**src/rtl/loader_pkg.sv**
```systemverilog
// Shared types and sizing for the program loader: FSM state encoding,
// default capacity and the width of the word-count header field.
package loader_pkg;

  localparam int MAX_WORDS_DEF = 256;
  localparam int LEN_W         = 16;
  localparam int CNT_W         = 9;

  typedef enum logic [2:0] {
    S_IDLE   = 3'd0,
    S_LEN_HI = 3'd1,
    S_LEN_LO = 3'd2,
    S_DATA   = 3'd3,
    S_WRITE  = 3'd4,
    S_CHECK  = 3'd5,
    S_DONE   = 3'd6,
    S_ERROR  = 3'd7
  } state_t;

endpackage

```
**src/rtl/program_loader_if.sv**
```systemverilog
// Host byte stream, instruction-memory write port and session status.
// Handshake: a byte transfers on a rising clk edge where rx_valid && rx_ready.
interface program_loader_if;
  import loader_pkg::*;

  logic             start;
  logic [7:0]       rx_data;
  logic             rx_valid;
  logic             rx_ready;
  logic             mem_we;
  logic [31:0]      mem_addr;
  logic [31:0]      mem_wdata;
  logic             cpu_hold;
  logic             busy;
  logic             done;
  logic             error;
  logic [CNT_W-1:0] words_loaded;

  modport master (
    input  start, rx_data, rx_valid,
    output rx_ready, mem_we, mem_addr, mem_wdata,
    output cpu_hold, busy, done, error, words_loaded
  );

  modport slave (
    output start, rx_data, rx_valid,
    input  rx_ready, mem_we, mem_addr, mem_wdata,
    input  cpu_hold, busy, done, error, words_loaded
  );
endinterface

```
**src/rtl/program_loader_byte_packer.sv**
```systemverilog
// Big-endian 4-byte assembler: first byte of a word ends up in bits 31:24.
module byte_packer (
  input  logic        clk,
  input  logic        rst,
  input  logic        i_clear,
  input  logic        i_en,
  input  logic [7:0]  i_byte,
  output logic [31:0] o_word,
  output logic        o_word_done
);
  logic [31:0] r_word;
  logic [1:0]  r_count;

  always_ff @(posedge clk or posedge rst) begin
    if (rst) begin
      r_word  <= '0;
      r_count <= '0;
    end else if (i_clear) begin
      r_word  <= '0;
      r_count <= '0;
    end else if (i_en) begin
      r_word  <= {r_word[23:0], i_byte};
      r_count <= r_count + 2'd1;
    end
  end

  // High in the same cycle the 4th byte is accepted; the counter wraps to 0.
  assign o_word_done = i_en && (r_count == 2'd3);
  assign o_word      = r_word;
endmodule

```
**src/rtl/program_loader.sv**
```systemverilog
// Loads a length-prefixed big-endian word image from a byte stream into
// instruction memory while holding the CPU. Optional trailing XOR checksum
// byte is enabled by defining LOADER_CHECKSUM_EN.
import loader_pkg::*;

module program_loader #(
  parameter int          MAX_WORDS = MAX_WORDS_DEF,
  parameter logic [31:0] BASE_ADDR = 32'h0000_0000
) (
  input  logic              clk,
  input  logic              reset,
  program_loader_if.master  bus,
  output state_t            o_dbg_state
);
  state_t           r_state, w_next;
  logic [7:0]       r_len_hi;
  logic [LEN_W-1:0] r_len;
  logic [CNT_W-1:0] r_words;
  logic [CNT_W-1:0] w_words_inc;
  logic [LEN_W-1:0] w_len_n;
  logic [31:0]      w_addr_sum;
  logic [31:0]      w_word;
  logic             w_hs, w_clear, w_len_hi_we, w_len_we, w_pack_en, w_inc, w_word_done;
`ifdef LOADER_CHECKSUM_EN
  logic [7:0]       r_checksum;
`endif

  assign bus.rx_ready     = (r_state == S_LEN_HI) || (r_state == S_LEN_LO) ||
                            (r_state == S_DATA)
`ifdef LOADER_CHECKSUM_EN
                            || (r_state == S_CHECK)
`endif
                            ;
  assign w_hs             = bus.rx_valid && bus.rx_ready;
  assign bus.mem_we       = (r_state == S_WRITE);
  assign bus.busy         = (r_state != S_IDLE) && (r_state != S_DONE) && (r_state != S_ERROR);
  assign bus.cpu_hold     = bus.busy;
  assign bus.done         = (r_state == S_DONE);
  assign bus.error        = (r_state == S_ERROR);
  assign bus.words_loaded = r_words;
  assign bus.mem_wdata    = w_word;
  assign w_addr_sum       = BASE_ADDR + {21'd0, r_words, 2'b00};
  assign bus.mem_addr     = {w_addr_sum[31:2], 2'b00};
  assign w_words_inc      = r_words + 9'd1;
  assign w_len_n          = {r_len_hi, bus.rx_data};
  assign o_dbg_state      = r_state;

  byte_packer u_packer (
    .clk         (clk),
    .rst         (reset),
    .i_clear     (w_clear),
    .i_en        (w_pack_en),
    .i_byte      (bus.rx_data),
    .o_word      (w_word),
    .o_word_done (w_word_done)
  );

  always_ff @(posedge clk or posedge reset) begin
    if (reset) r_state <= S_IDLE;
    else       r_state <= w_next;
  end

  always_comb begin
    w_next      = r_state;
    w_clear     = 1'b0;
    w_len_hi_we = 1'b0;
    w_len_we    = 1'b0;
    w_pack_en   = 1'b0;
    w_inc       = 1'b0;
    case (r_state)
      S_IDLE, S_DONE, S_ERROR: begin
        if (bus.start) begin
          w_next  = S_LEN_HI;
          w_clear = 1'b1;
        end
      end
      S_LEN_HI: begin
        if (w_hs) begin
          w_next      = S_LEN_LO;
          w_len_hi_we = 1'b1;
        end
      end
      S_LEN_LO: begin
        if (w_hs) begin
          w_len_we = 1'b1;
          if ((w_len_n == '0) || (w_len_n > LEN_W'(MAX_WORDS))) w_next = S_ERROR;
          else                                                  w_next = S_DATA;
        end
      end
      S_DATA: begin
        if (w_hs) begin
          w_pack_en = 1'b1;
          if (w_word_done) w_next = S_WRITE;
        end
      end
      S_WRITE: begin
        w_inc = 1'b1;
        if ({7'd0, w_words_inc} == r_len) begin
`ifdef LOADER_CHECKSUM_EN
          w_next = S_CHECK;
`else
          w_next = S_DONE;
`endif
        end else begin
          w_next = S_DATA;
        end
      end
`ifdef LOADER_CHECKSUM_EN
      S_CHECK: begin
        if (w_hs) w_next = (bus.rx_data == r_checksum) ? S_DONE : S_ERROR;
      end
`endif
      default: w_next = S_IDLE;
    endcase
  end

  always_ff @(posedge clk or posedge reset) begin
    if (reset) begin
      r_len_hi <= '0;
      r_len    <= '0;
      r_words  <= '0;
    end else begin
      if (w_len_hi_we) r_len_hi <= bus.rx_data;
      if (w_len_we)    r_len    <= w_len_n;
      if (w_clear)     r_words  <= '0;
      else if (w_inc)  r_words  <= w_words_inc;
    end
  end

`ifdef LOADER_CHECKSUM_EN
  always_ff @(posedge clk or posedge reset) begin
    if (reset)          r_checksum <= '0;
    else if (w_clear)   r_checksum <= '0;
    else if (w_pack_en) r_checksum <= r_checksum ^ bus.rx_data;
  end
`endif
endmodule

```
**src/flat_wrapper.sv**
```systemverilog
// flat-port wrapper written by rule: the top's interface ports become plain ports
module program_loader_flat 
#(
  parameter int          MAX_WORDS = MAX_WORDS_DEF,
  parameter logic [31:0] BASE_ADDR = 32'h0000_0000
)
  (clk, reset, o_dbg_state, bus_start, bus_rx_data, bus_rx_valid, bus_rx_ready, bus_mem_we, bus_mem_addr, bus_mem_wdata, bus_cpu_hold, bus_busy, bus_done, bus_error, bus_words_loaded);
  program_loader_if bus_i ();
  input  logic clk;
  input  logic reset;
  output state_t o_dbg_state;
  input wire logic [$bits(bus_i.start)-1:0] bus_start;
  input wire logic [$bits(bus_i.rx_data)-1:0] bus_rx_data;
  input wire logic [$bits(bus_i.rx_valid)-1:0] bus_rx_valid;
  output wire logic [$bits(bus_i.rx_ready)-1:0] bus_rx_ready;
  output wire logic [$bits(bus_i.mem_we)-1:0] bus_mem_we;
  output wire logic [$bits(bus_i.mem_addr)-1:0] bus_mem_addr;
  output wire logic [$bits(bus_i.mem_wdata)-1:0] bus_mem_wdata;
  output wire logic [$bits(bus_i.cpu_hold)-1:0] bus_cpu_hold;
  output wire logic [$bits(bus_i.busy)-1:0] bus_busy;
  output wire logic [$bits(bus_i.done)-1:0] bus_done;
  output wire logic [$bits(bus_i.error)-1:0] bus_error;
  output wire logic [$bits(bus_i.words_loaded)-1:0] bus_words_loaded;
  assign bus_i.start = bus_start;
  assign bus_i.rx_data = bus_rx_data;
  assign bus_i.rx_valid = bus_rx_valid;
  assign bus_rx_ready = bus_i.rx_ready;
  assign bus_mem_we = bus_i.mem_we;
  assign bus_mem_addr = bus_i.mem_addr;
  assign bus_mem_wdata = bus_i.mem_wdata;
  assign bus_cpu_hold = bus_i.cpu_hold;
  assign bus_busy = bus_i.busy;
  assign bus_done = bus_i.done;
  assign bus_error = bus_i.error;
  assign bus_words_loaded = bus_i.words_loaded;
  program_loader #(.MAX_WORDS(MAX_WORDS), .BASE_ADDR(BASE_ADDR)) u_core (.clk(clk), .reset(reset), .bus(bus_i), .o_dbg_state(o_dbg_state));
endmodule
```
**config.mk**
```make
export PLATFORM = sky130hd
export DESIGN_NAME = program_loader_flat
export DESIGN_NICKNAME = d
export VERILOG_FILES = /design/src/rtl/loader_pkg.sv /design/src/rtl/program_loader_if.sv /design/src/rtl/program_loader_byte_packer.sv /design/src/rtl/program_loader.sv /design/src/flat_wrapper.sv
export SDC_FILE = /design/constraint.sdc
export NUM_CORES = 1
export LEC_CHECK = 0
export ABC_CLOCK_PERIOD_IN_PS = 3100
export CAP_MARGIN = 20
export CORE_MARGIN = 2
export CORE_UTILIZATION = 35
export CTS_CLUSTER_DIAMETER = 30
export DETAILED_ROUTE_END_ITERATION = 10
export PLACE_DENSITY = 0.61
export SYNTH_ARGS = -nofsm -noshare
export SYNTH_HDL_FRONTEND = slang
export SYNTH_HIERARCHICAL = 1
export SYNTH_SLANG_ARGS = --single-unit
```
**constraint.sdc**
```tcl
create_clock -name clk -period 3.1 [get_ports clk]
set_input_delay 0.62 -clock clk [delete_from_list [all_inputs] [get_ports clk]]
set_output_delay 0.62 -clock clk [all_outputs]
set_load 0.1 [all_outputs]
```
==> impl_results.md, run 1 <==
* Post-synth ARST share at 100%
* Die Y at approximately 100 um
* Antenna diodes at 0
* Min cycle time layout at 2.61 ns
* Final setup fails at 0
* Post-synthesis sequential area ratio at 49.2%
* Period Utilization, post-route at between 80% and 90%
* Cell Rows at 36
* Area growth syn-to-layout at 20.9%
* Via count at 2490
* Area after DPL at about 0.004 mm^2
* IO Pins at between 90 and 100
* CTS tree: built
* Post-synth EDFFs at 0
* Synth top cells by count: dfrtp_1 (70), nor2_1 (50), buf_4 (34)
* Vias in the first global route at around 2300
* Inst Count DP at ~510
* Total GRT Usage at between 10 and 15%
* Largest net degree at the start of global routing at between 40 and 50
* Clock sinks at 70
* DRT Wirelength at about 7300 um
* Max Clk Rate at roughly 380 MHz
* Largest cells by area after synthesis: dfrtp_1 (49%), mux2i_1 (9.3%), mux2_2 (7.6%)
* Worst endpoint required time at 2.48 ns
* Count leader, synth: dfrtp_1
* Cell area after layout at between 0.004 and 0.005 mm^2
* Peak fanout along the critical path at 12
* Ys flop type: dfrtp_1
* GR Overflow Total at 0
* Rel. slew slack at between 60% and 70%
* TritonCTS buffer count at 9
* DR pass1 iterations at 4
* R2R setup slack at 0.95 ns
* Multi-input gate area at 0.00152 mm^2
* Register Area at ~0.0018 mm^2
* Vias/cell at 4.79
* Hold buffer count at cts at 0
* Post-Route Hold Slack at roughly 0.44 ns
* Count of pins over their slew limit at 0
* FF+latch count, synth at 70
* GP Congestion at roughly 0.81
* # DRC at 0
* Core Footprint at 0.00982 mm^2
* Cell variety after synth at between 40 and 50
* Clock Pin Slew Worst Setup and Hold Paths at approximately 0.080 ns
* Skew final at around 0.0064 ns
* Clk Latency, worst-skew pair at around 0.35 ns
* RR Endpoint: u_core/o_dbg_state[1]
* Hold crit path type: in -> async
* Worst setup EP type: primary output
* CP Class: reg -> out
* Initial core utilization at 36.2%
* Share of cells above drive strength 1 at about 29%
* Hold Fails Final Rpt at 0
* DRT iter0 DRCs at 98
* CP startpoint kind: flip-flop
* Outcome: complete, no violations
* Global-route met2 utilization at 21.0%
* Post-CTS Resized at 0
* Slew @ Worst Pin at around 0.57 ns
* Root Driver: clkbuf_8
* M1 GR Usage at 18.5%
* Initial antenna violation count at 0
* Post-CTS setup buffers at 0
* GRT Max-Usage Layer: met2
* Die W at between 100 and 150 um
* Fillers at about 950
* Synth Cell Area at ~0.0036 mm^2
* Yosys warns at 6
* Synthesized area per cell at between 10 and 15 um^2
* Drt wl/cell at 14.1 um
* Die area at 0.0110 mm^2
* Worst EP arrival at about 2.0 ns
* RSZ-0062 raised after global routing: no
* Global-route wire length before repair at roughly 12000 um
* Worst r2r src: u_core/o_dbg_state[2]
* Met3 Track Usage GR at 3.68%
* Area leader, netlist: dfrtp_1
* Port Buffer Count at 70
* Non-Filler Instances at 520
* Max Buffers Root-to-Sink at 2
* Post-DP HPWL at roughly 5200 um
* Final #Nets at 397
* Mapped Cells at 321
* H-tree Lvls at 3
* Max-cap violations at 0
* Worst-case reg-to-reg path depth at 10
* Share of the synthesized area in the top cell type at 49.2%
* ANT nets after route at 0
==> per-stage QoR <==
stage                     TNS (ns)  setup WS [ns]  util, %
final                            0          0.490     43.8
after global routing             0          0.364     43.8
after CTS                        0          0.463     43.8
after detailed placement         0          0.320     41.3
after global placement           0          0.427     41.3
after floorplan             -0.273        -0.0945        -
==> layout by cell type (no fill, tap or decap), types with 2 or more instances in the layout <==
master / netlist / final
o21ai_0: 3 / 3
bufinv_16: 0 / 3
clkbuf_8: 0 / 10
dfrtp_1: 70 / 70
a21o_1: 2 / 2
nand4_1: 2 / 2
ha_1: 2 / 2
o21ai_1: 3 / 3
nor4_1: 5 / 5
buf_4: 34 / 64
or3_1: 4 / 4
a31oi_1: 3 / 3
a21oi_1: 6 / 6
and2_1: 3 / 3
xnor2_1: 13 / 13
clkdlybuf4s50_1: 0 / 11
mux2_2: 24 / 24
inv_1: 5 / 5
conb_1: 1 / 23
xor2_1: 7 / 7
and3_1: 3 / 3
mux2i_1: 33 / 33
nand2_1: 12 / 12
nor2_1: 50 / 49
nor3_1: 2 / 2
nand3_1: 3 / 3
==> registers in the layout, indices dropped and copies added (netlist names) <==
name,cells
u_core/u_packer/o_word,32
u_core/r_len,16
u_core/bus.words_loaded,9
u_core/r_len_hi,8
u_core/o_dbg_state,3
u_core/u_packer/r_count,2
==> cell type report <==
class,count,area share (%)
Multi-Input combinational cell,220,35.4
Clock buffer,10,3.20
Inverter,7,0.611
Clock inverter,5,2.47
Timing Repair Buffer,75,13.7
Tap cell,133,3.87
Sequential cell,70,40.7
==> metal layers <==
layer,vias up,wire length (um)
met5,-,0
met4,0,141
met3,14,399
met2,85,3460
met1,1230,3320
li1,1161,-
==> critical path, cell delays in order (launching register included) <==
cell	delay [ns]
dfrtp_1	0.51
nor2_1	0.31
nand2_1	0.26
clkinv_1	0.23
buf_4	0.33
==> worst max path at each step <==
| stage | cells after the start | start | end |
|---|---|---|---|
| 2_1_floorplan | 2 | u_core/o_dbg_state[1] | bus_done |
| 3_3_place_gp | 11 | bus_rx_valid | u_core/o_dbg_state[1] |
| 6_report | 4 | u_core/o_dbg_state[0] | bus_mem_we |
| 4_1_cts | 4 | u_core/o_dbg_state[0] | bus_mem_we |
| 3_5_place_dp | 11 | bus_rx_valid | u_core/o_dbg_state[1] |
| 5_1_grt | 4 | u_core/o_dbg_state[0] | bus_mem_we |
==> logic make-up (layout without fill, tap and decap cells) <==
logic type,after synthesis,after routing,synth area share (%)
flops,70,70,49.2
fa+ha+maj,2,2,0.703
other cells,1,23,0.105
buf+inv,53,97,11.1
mux,57,57,16.9
simple gates,93,93,12.4
compound gates,25,25,4.68
xor+xnor,20,20,4.92
Power of run 1 is left out: the tool's default activity adds up to more than one toggle a clock period on the data nets, which glitch-free logic cannot reach.
==> inputs of run 2 (changes only) <==
- ABC_CLOCK_PERIOD_IN_PS: 3100 -> 2400
- PLACE_DENSITY: 0.61 -> 0.63
- clock period: 3.1 -> 2.4 ns (I/O delays scaled with it)
==> run 2 against run 1 <==
- wire length increased by 2.0%
- highest routed layer unchanged
- global-route usage increased by 0.42 points
- first-iteration DRC count increased by 54%
- cell count increased by 1.5%
- worst setup slack got worse by 0.33 ns
- sequential share of layout area decreased by 0.86 points
- worst hold slack got worse by 0.12 ns
- via count increased by 0.64%
- critical path type is now in -> reg
==> impl_results.md, run 2 (same netlist as run 1, synthesis figures left out) <==
* Period Utilization, post-route at slightly above 90%
* Min cycle time layout at around 2.2 ns
* Count of pins over their slew limit at 0
* Final setup fails at 0
* Worst Setup Slack, final at around 0.16 ns
* Die area at about 0.011 mm^2
* Non-Filler Instances at around 530
* GP Congestion at about 0.8
* Max stage delay cell, worst path: clkdlybuf4s50_1
* Cell Rows at 36
* TritonCTS buffer count at 9
* Die W at ~100 um
* Skew final at 0.0101 ns
* Vias in the first global route at between 2000 and 2500
* Hold buffer count at cts at 0
* Vias/cell at between 4 and 5
* Total GRT Usage at 14.3%
* Setup TNS at 0 ns
* Most frequent cells in the layout: buf_4 (66), dfrtp_1 (66), nor2_1 (45)
* Global-route wire length before repair at between 10000 and 15000 um
* Crit path launch: bus_rx_valid
* Slew @ Worst Pin at 0.581 ns
* Clk Latency, worst-skew pair at roughly 0.34 ns
* DR pass1 iterations at 4
* Initial core utilization at 36.2%
* Post-CTS Resized at 0
* Max reg flops at 32
* # DRC at 0
* Post-DP HPWL at 5300 um
* RSZ-0062 raised after global routing: no
* CP Cell Sequence: clkdlybuf4s50_1, nor2b_1, nand2_1, nor2_4, and2_1, nand2b_1, a21oi_1, o31a_2, or3_1, o21ai_1, a221o_1
* Root Driver: clkbuf_8
* Port Buffer Count at 70
* Largest net degree at the start of global routing at 44
* Setup WS pre-CTS at -0.175 ns
* Share of cells above drive strength 1 at ~33%
* Worst EP arrival at 2.52 ns
* CP Class: in -> reg
* Rel. slew slack at ~61%
* Area growth syn-to-layout at 24.3%
* Antenna diodes at 0
* Outcome: complete, no violations
* Max Clk Rate at roughly 450 MHz
* DRT Wirelength at around 7500 um
* Max Buffers Root-to-Sink at 2
* Hold Fails Final Rpt at 0
* Peak fanout along the critical path at 4
* Worst setup EP type: flip-flop
* CTS tree: built
* Final #Nets at ~400
* Worst r2r src: u_core/o_dbg_state[2]
* Initial antenna violation count at 0
* Post-CTS setup buffers at 0
* Fillers at between 900 and 1000
* Clock Pin Slew Worst Setup and Hold Paths at 0.08 ns
* Via count at about 2500
* Die Y at ~100 um
* DRT iter0 DRCs at 151
* Hold crit path type: in -> async
* GR Overflow Total at 0
* Core Footprint at 0.00982 mm^2
* Worst endpoint required time at between 2 and 3 ns
* Inst Count DP at ~510
* Max-cap violations at 0
* Drt wl/cell at about 14 um
* CP startpoint kind: primary input
* ANT nets after route at 0
* Clock sinks at 70
* IO Pins at 94
* Largest stage delay, worst path at just under 0.5 ns
* H-tree Lvls at 3
## run 2: cell count changes in the layout (fill, tap and decap cells not counted), moves of 2 or more
cell	change
buf_4	+2
dfrtp_4	+3
nor2_2	+4
nor2_1	-4
buf_12	+5
dfrtp_1	-4
## run 2: metal layers
layer / GRT usage, % / part of all wire, % / vias up
li1: - / - / 1175
met5: 0 / 0 / -
met3: 2.68 / 3.9 / 7
met2: 21.9 / 48 / 70
met4: 5.14 / 1.3 / 0
met1: 20.1 / 47 / 1254
## run 2: final cells by class
| class | instances | area, um^2 | area share (%) |
|---|---|---|---|
| clock inverter | 7 | 105 | 2.38 |
| tap | 133 | 166 | 3.76 |
| timing repair buffer | 82 | 706 | 16.0 |
| clock buffer | 9 | 124 | 2.80 |
| sequential | 70 | 1760 | 39.9 |
| multi-input combinational | 220 | 1530 | 34.6 |
| inverter | 7 | 27.5 | 0.622 |
## run 2: path summary, 6_finish.rpt
path / endpoint / slack, ns / cells past startpoint
max: u_core/o_dbg_state[1] / 0.16 / 11
min: u_core/u_packer/r_count[1] / 0.32 / 2
max reg2reg: u_core/o_dbg_state[1] / 0.29 / 10
min reg2reg: u_core/r_len[10] / 0.51 / 1
max in group asynchronous: u_core/o_dbg_state[2] / 1.47 / 3
min in group clk: u_core/r_len[10] / 0.51 / 1
## run 2: through the flow
step                      utilization [%]  cell area [um^2]  hold slack, ns
final                                45.0              4420           0.321
after floorplan                         -              3670           0.482
after detailed placement             42.7              4190           0.504
after global placement               42.7              4190           0.497
after CTS                            45.0              4420           0.309
after global routing                 45.0              4420           0.329
## run 2: worst max-delay path, delay by kind of cell
| kind | cells | cell delay (ns) |
|---|---|---|
| AND/OR/NAND/NOR | 6 | 0.90 |
| AO/OA/AOI/OAI | 4 | 0.64 |
| buffers and inverters | 1 | 0.49 |
Power of run 2 is left out for the same reason.
==> variant 1: new RTL, settings of run 2 <==
Build with the macro `LOADER_CHECKSUM_EN` defined.
--- a/src/rtl/program_loader.sv
+++ b/src/rtl/program_loader.sv
@@ -1,6 +1,8 @@
 // Loads a length-prefixed big-endian word image from a byte stream into
 // instruction memory while holding the CPU. Optional trailing XOR checksum
 // byte is enabled by defining LOADER_CHECKSUM_EN.
+`define LOADER_CHECKSUM_EN
+
 import loader_pkg::*;
 
 module program_loader #(
Formal check against the unedited RTL: not equivalent (Yosys sat finds a counterexample within 10 cycles, from zero or initial values and one cycle with reset high).
==> variant 1 against run 2 <==
Setup slack got worse by 0.084 ns; wire length up 21%; sequential share of layout area fell by 0.54 points; cell count up 12%; first-iteration DRC count fell by 1.3%; critical path depth shrank 7; cell area increased by 13%; synthesized area is 15% higher; worst hold slack better by 0.19 ns; sequential cell count increased by 8.
Power is not shown: default switching activity piles up to over one toggle a cycle in this logic, so the estimate is an artifact.
==> variant 1: results (changes against run 2) <==
[yosys]
syn_inst = 381  ; +19%
ys_warn_count = 6  ; unchanged
yosysSeqAreaShare_pct = 47.8  ; -1.5 points
synthArstFlopShare_pct = 100  ; unchanged
synth_compound_area_share_pct = 3.74  ; -0.94 points
synth_xor_area_share_pct = 7.90  ; +3.0 points
ys_top_cells_by_area = dfrtp_1 48%, mux2i_1 8.6%, mux2_2 6.9%
synthDistinctLibCells = 46  ; +2.2%
synthAdderAreaFrac_pct = 0.919  ; +0.22 points
synth_common_cells = 78 x dfrtp_1, 59 x nor2_1, 36 x buf_4
muxShareOfSynthArea_pct = 15.5  ; -1.4 points

[clock_tree]
clock_path_buffers = 2  ; unchanged
cts_max_level = 3  ; unchanged
root_buffer = clkbuf_16
post_cts_resized = 0  ; unchanged
clkLatencyLatePin_ns = 0.34  ; about the same
cts_setup_buffers = 0  ; unchanged
clk_pin_slew_ns = 0.05  ; -0.03 ns

[routing]
vias = 2880  ; +15%
vias_per_cell = 4.87  ; +2.7%
wl_per_cell_um = 15.3  ; +8.1%
firstDrtPassIters = 4  ; unchanged
dr.first_iter.drc_count = 149  ; -1.3%

[cells_and_area]
antennaDiodeCount = 0  ; unchanged
fillers = 1106  ; +16%
largest_register_ffs = 32  ; unchanged
nNetsFinal = 458  ; +13%
drive_gt1_share_pct = 29.0  ; -3.6 points

[worst_hold_path]
hold_path.class = flop to flop
min-delay-start = u_core/r_len[13]

[global_routing]
grt_pass1_vias = 2843  ; +18%
antenna_found_initial = 0  ; unchanged
grt_max_degree = 52  ; +18%
grt_util_met3_pct = 2.75  ; +0.071 points
grt_pass1_wl_mm = 14.6  ; +17%
use_met2_pct = 23.3  ; +1.4 points
track_usage_pct = 14.7  ; +0.47 points
met1_usage_pct = 19.7  ; -0.47 points

[placement]
place.gp.congestion = 0.804  ; -1.7%
dp_cells = 575  ; +12%
io_buffers = 70  ; unchanged
dp_hpwl_mm = 6.24  ; +18%

[sta]
fin_skew_ns = 0.00809  ; -0.00196 ns
worstMarginPinSlew_ns = 0.567  ; -0.0138 ns

[setup_path]
r2r_start = u_core/o_dbg_state[2]
crit_type = flop to output port
cp_data_arrival_time_ns = 1.85  ; -0.67 ns
path_max_fanout = 14  ; +10

[status]
outcome = complete, no violations

## variant 1: cell types whose count changed after synthesis, sizes merged, moves of 3 or more
cell and delta:
a31oi -3, buf +5, clkbuf +3, dfrtp +8, nand2 +7, nand2b +3
nand3 +7, nor2 +9, nor4 +4, xnor2 +3, xor2 +13
## variant 1: stage by stage
stage          area [µm²]  hold WS, ns  TNS (ns)  setup slack, ns
2_1_floorplan        4250        0.481   -0.0357          -0.0357
3_3_place_gp         4690        0.493         0            0.113
3_5_place_dp         4690        0.498         0           0.0467
4_1_cts              5000        0.512         0           0.0777
5_1_grt              5000        0.537         0           0.0258
6_report             5000        0.510         0           0.0740
## variant 1: cell type report
cell class	count	area share, %
multi-input cells	265	36.3
clock buffers	13	5.00
well taps	143	3.58
repair buffers	83	14.0
flip-flops and latches	78	39.4
inverters	6	0.450
clock inverters	3	1.35
## variant 1: logic make-up after synthesis
kind of cell,after synthesis
xor gates and xnor gates,36
AOI/OAI and AO/OA,22
other,1
and+or+nand+nor,121
DFF,78
buffers and inverters,60
adders and majority gates,3
muxes,60
## variant 1: path summary, 6_finish.rpt
kind	end	slack [ns]	cells past startpoint
worst max register to register	u_core/o_dbg_state[1]	0.37	8
max in group asynchronous	u_core/o_dbg_state[2]	1.35	3
min in group asynchronous	u_core/u_packer/o_word[9]	0.56	3
worst max-delay path	bus_mem_we	0.07	4
worst min-delay path	u_core/r_len[13]	0.51	1
worst min register to register	u_core/r_len[13]	0.51	1
## variant 1: layer usage
metal / up-vias / part of all wire (%)
li1: 1357 / -
met1: 1430 / 46
met2: 81 / 48
met3: 12 / 4.2
met4: 0 / 1.8
met5: - / 0
## variant 1: worst max-delay path, stage by stage (launching register included)
cell and delay (ns):
dfrtp_4 0.52, inv_1 0.11, or3_1 0.50, inv_2 0.18, buf_12 0.19
==> variant 2: new RTL, settings of run 2 <==
Made on the original files. Put a register stage on the output `bus.error`, without a reset. The value now appears one clock later.
--- a/src/rtl/program_loader.sv
+++ b/src/rtl/program_loader.sv
@@ -36,7 +36,9 @@
   assign bus.busy         = (r_state != S_IDLE) && (r_state != S_DONE) && (r_state != S_ERROR);
   assign bus.cpu_hold     = bus.busy;
   assign bus.done         = (r_state == S_DONE);
-  assign bus.error        = (r_state == S_ERROR);
+  always_ff @(posedge clk) begin
+    bus.error <= (r_state == S_ERROR);
+  end
   assign bus.words_loaded = r_words;
   assign bus.mem_wdata    = w_word;
   assign w_addr_sum       = BASE_ADDR + {21'd0, r_words, 2'b00};
Function: changed (Yosys sat finds a counterexample within 4 cycles, from zero or initial values and one cycle with reset high).
==> variant 2 against run 2 <==
Synthesized area up 3.0%; cell area up 1.4%; global-route usage up 0.52 points; setup slack worse by 0.011 ns; worst hold slack worse by 0.0068 ns; wire length up 7.0%; sequential cell count up 1; non-clock buffer count up 2; fmax down 0.50%; via count up 3.5%; critical path type is now flop to output port; largest cell class unchanged.
Power is not shown: default switching activity piles up to over one toggle a cycle in this logic, so the estimate is an artifact.
==> variant 2: results (changes against run 2) <==
[cells_and_area]
antennaDiodeCount = 0  ; unchanged
drive_gt1_share_pct = 33.9  ; +1.3 points
ff_latch_area_um2 = 1790  ; +1.5%
layoutNonFillerInstCount = 537  ; +1.7%
largest_register_ffs = 32  ; unchanged
fillers = 1015  ; +6.2%
nNetsFinal = 410  ; +1.5%

[yosys]
yosysSeqAreaShare_pct = 48.4  ; -0.87 points
syn_inst = 331  ; +3.1%
synthDistinctLibCells = 54  ; +20%
synth_common_cells = 70 x dfrtp_1, 44 x nor2_1, 33 x buf_4, 33 x mux2i_1, 23 x mux2_2
synth_xor_area_share_pct = 3.25  ; -1.7 points
synth_compound_area_share_pct = 8.47  ; +3.8 points
ys.flop_type = dfrtp_1
ys_top_cells_by_area = dfrtp_1 48%, mux2i_1 9.0%, mux2_2 7.1%
ys_warn_count = 6  ; unchanged
synthArstFlopShare_pct = 98.6  ; -1.4 points
synthAdderAreaFrac_pct = 0.683  ; -0.020 points
muxShareOfSynthArea_pct = 16.1  ; -0.79 points

[clock_tree]
clk_pin_slew_ns = 0.09
clkLatencyLatePin_ns = 0.35
cts_setup_buffers = 0  ; unchanged
root_buffer = clkbuf_8
cts_max_level = 3  ; unchanged
post_cts_resized = 0  ; unchanged

[sta]
max-slew-margin-rel_pct = 62.3  ; +1.1 points
fin_skew_ns = 0.0113  ; +0.00127 ns

[worst_hold_path]
hold_path.class = input port to async pin

[routing]
wl_mm = 7.99  ; +7.0%
dr.first_iter.drc_count = 151  ; unchanged
vias_per_cell = 4.83  ; +1.7%
firstDrtPassIters = 4  ; unchanged

[global_routing]
grt_pass1_wl_mm = 13.3  ; +6.7%
grt_max_degree = 35  ; -20%
grt_pass1_vias = 2508  ; +4.3%
track_usage_pct = 14.8  ; +0.52 points

[placement]
dp_slack_ns = 0.0585  ; +0.233 ns
io_buffers = 70  ; unchanged
placed_area_um2 = 4280  ; +2.1%
dp_hpwl_mm = 5.65  ; +6.7%
dp_cells = 521  ; +1.8%
place.gp.congestion = 0.870  ; +6.3%

[status]
outcome = complete, no violations

[setup_path]
slowest_stage = dfrtp_4
path_max_fanout = 15  ; +11
critPathLaunch = u_core/o_dbg_state[2]
cp_data_arrival_time_ns = 1.77  ; -0.75 ns
slowest_delay_ns = 0.57  ; +0.08 ns
r2r_start = u_core/bus.words_loaded[0]

[run]
cap_violations = 0  ; unchanged

[variant 2: cell count changes after synthesis, moves of 3 or more]
cell	change
o31ai_1	+3
clkbuf_1	+4
xnor2_1	-6
nor2_1	-6
o41ai_1	+3
xor2_1	-3
o21ai_0	+10
[variant 2: worst paths after layout]
check	cells past startpoint	end	slack (ns)
worst min register to register	1	u_core/r_len[12]	0.52
worst max-delay path	3	bus_busy	0.15
worst min-delay path	2	u_core/u_packer/r_count[0]	0.31
max in group asynchronous	3	u_core/r_len[12]	1.37
worst max register to register	6	u_core/o_dbg_state[0]	0.31
min in group clk	1	u_core/r_len[12]	0.52
[variant 2: layout make-up]
type	count	share of cell area, %
clock buffers	9	2.76
clock inverters	7	1.81
inverters	7	0.669
multi-input cells	223	35.0
flip-flops and latches	71	39.9
well taps	136	3.79
repair buffers	84	16.1
[variant 2: routing by layer]
metal	vias up	GRT usage [%]	share of wire [%]
met5	-	0	0
met4	0	3.95	0.98
met3	8	2.82	3.8
met2	69	23.7	48
met1	1286	20.6	47
li1	1230	-	-
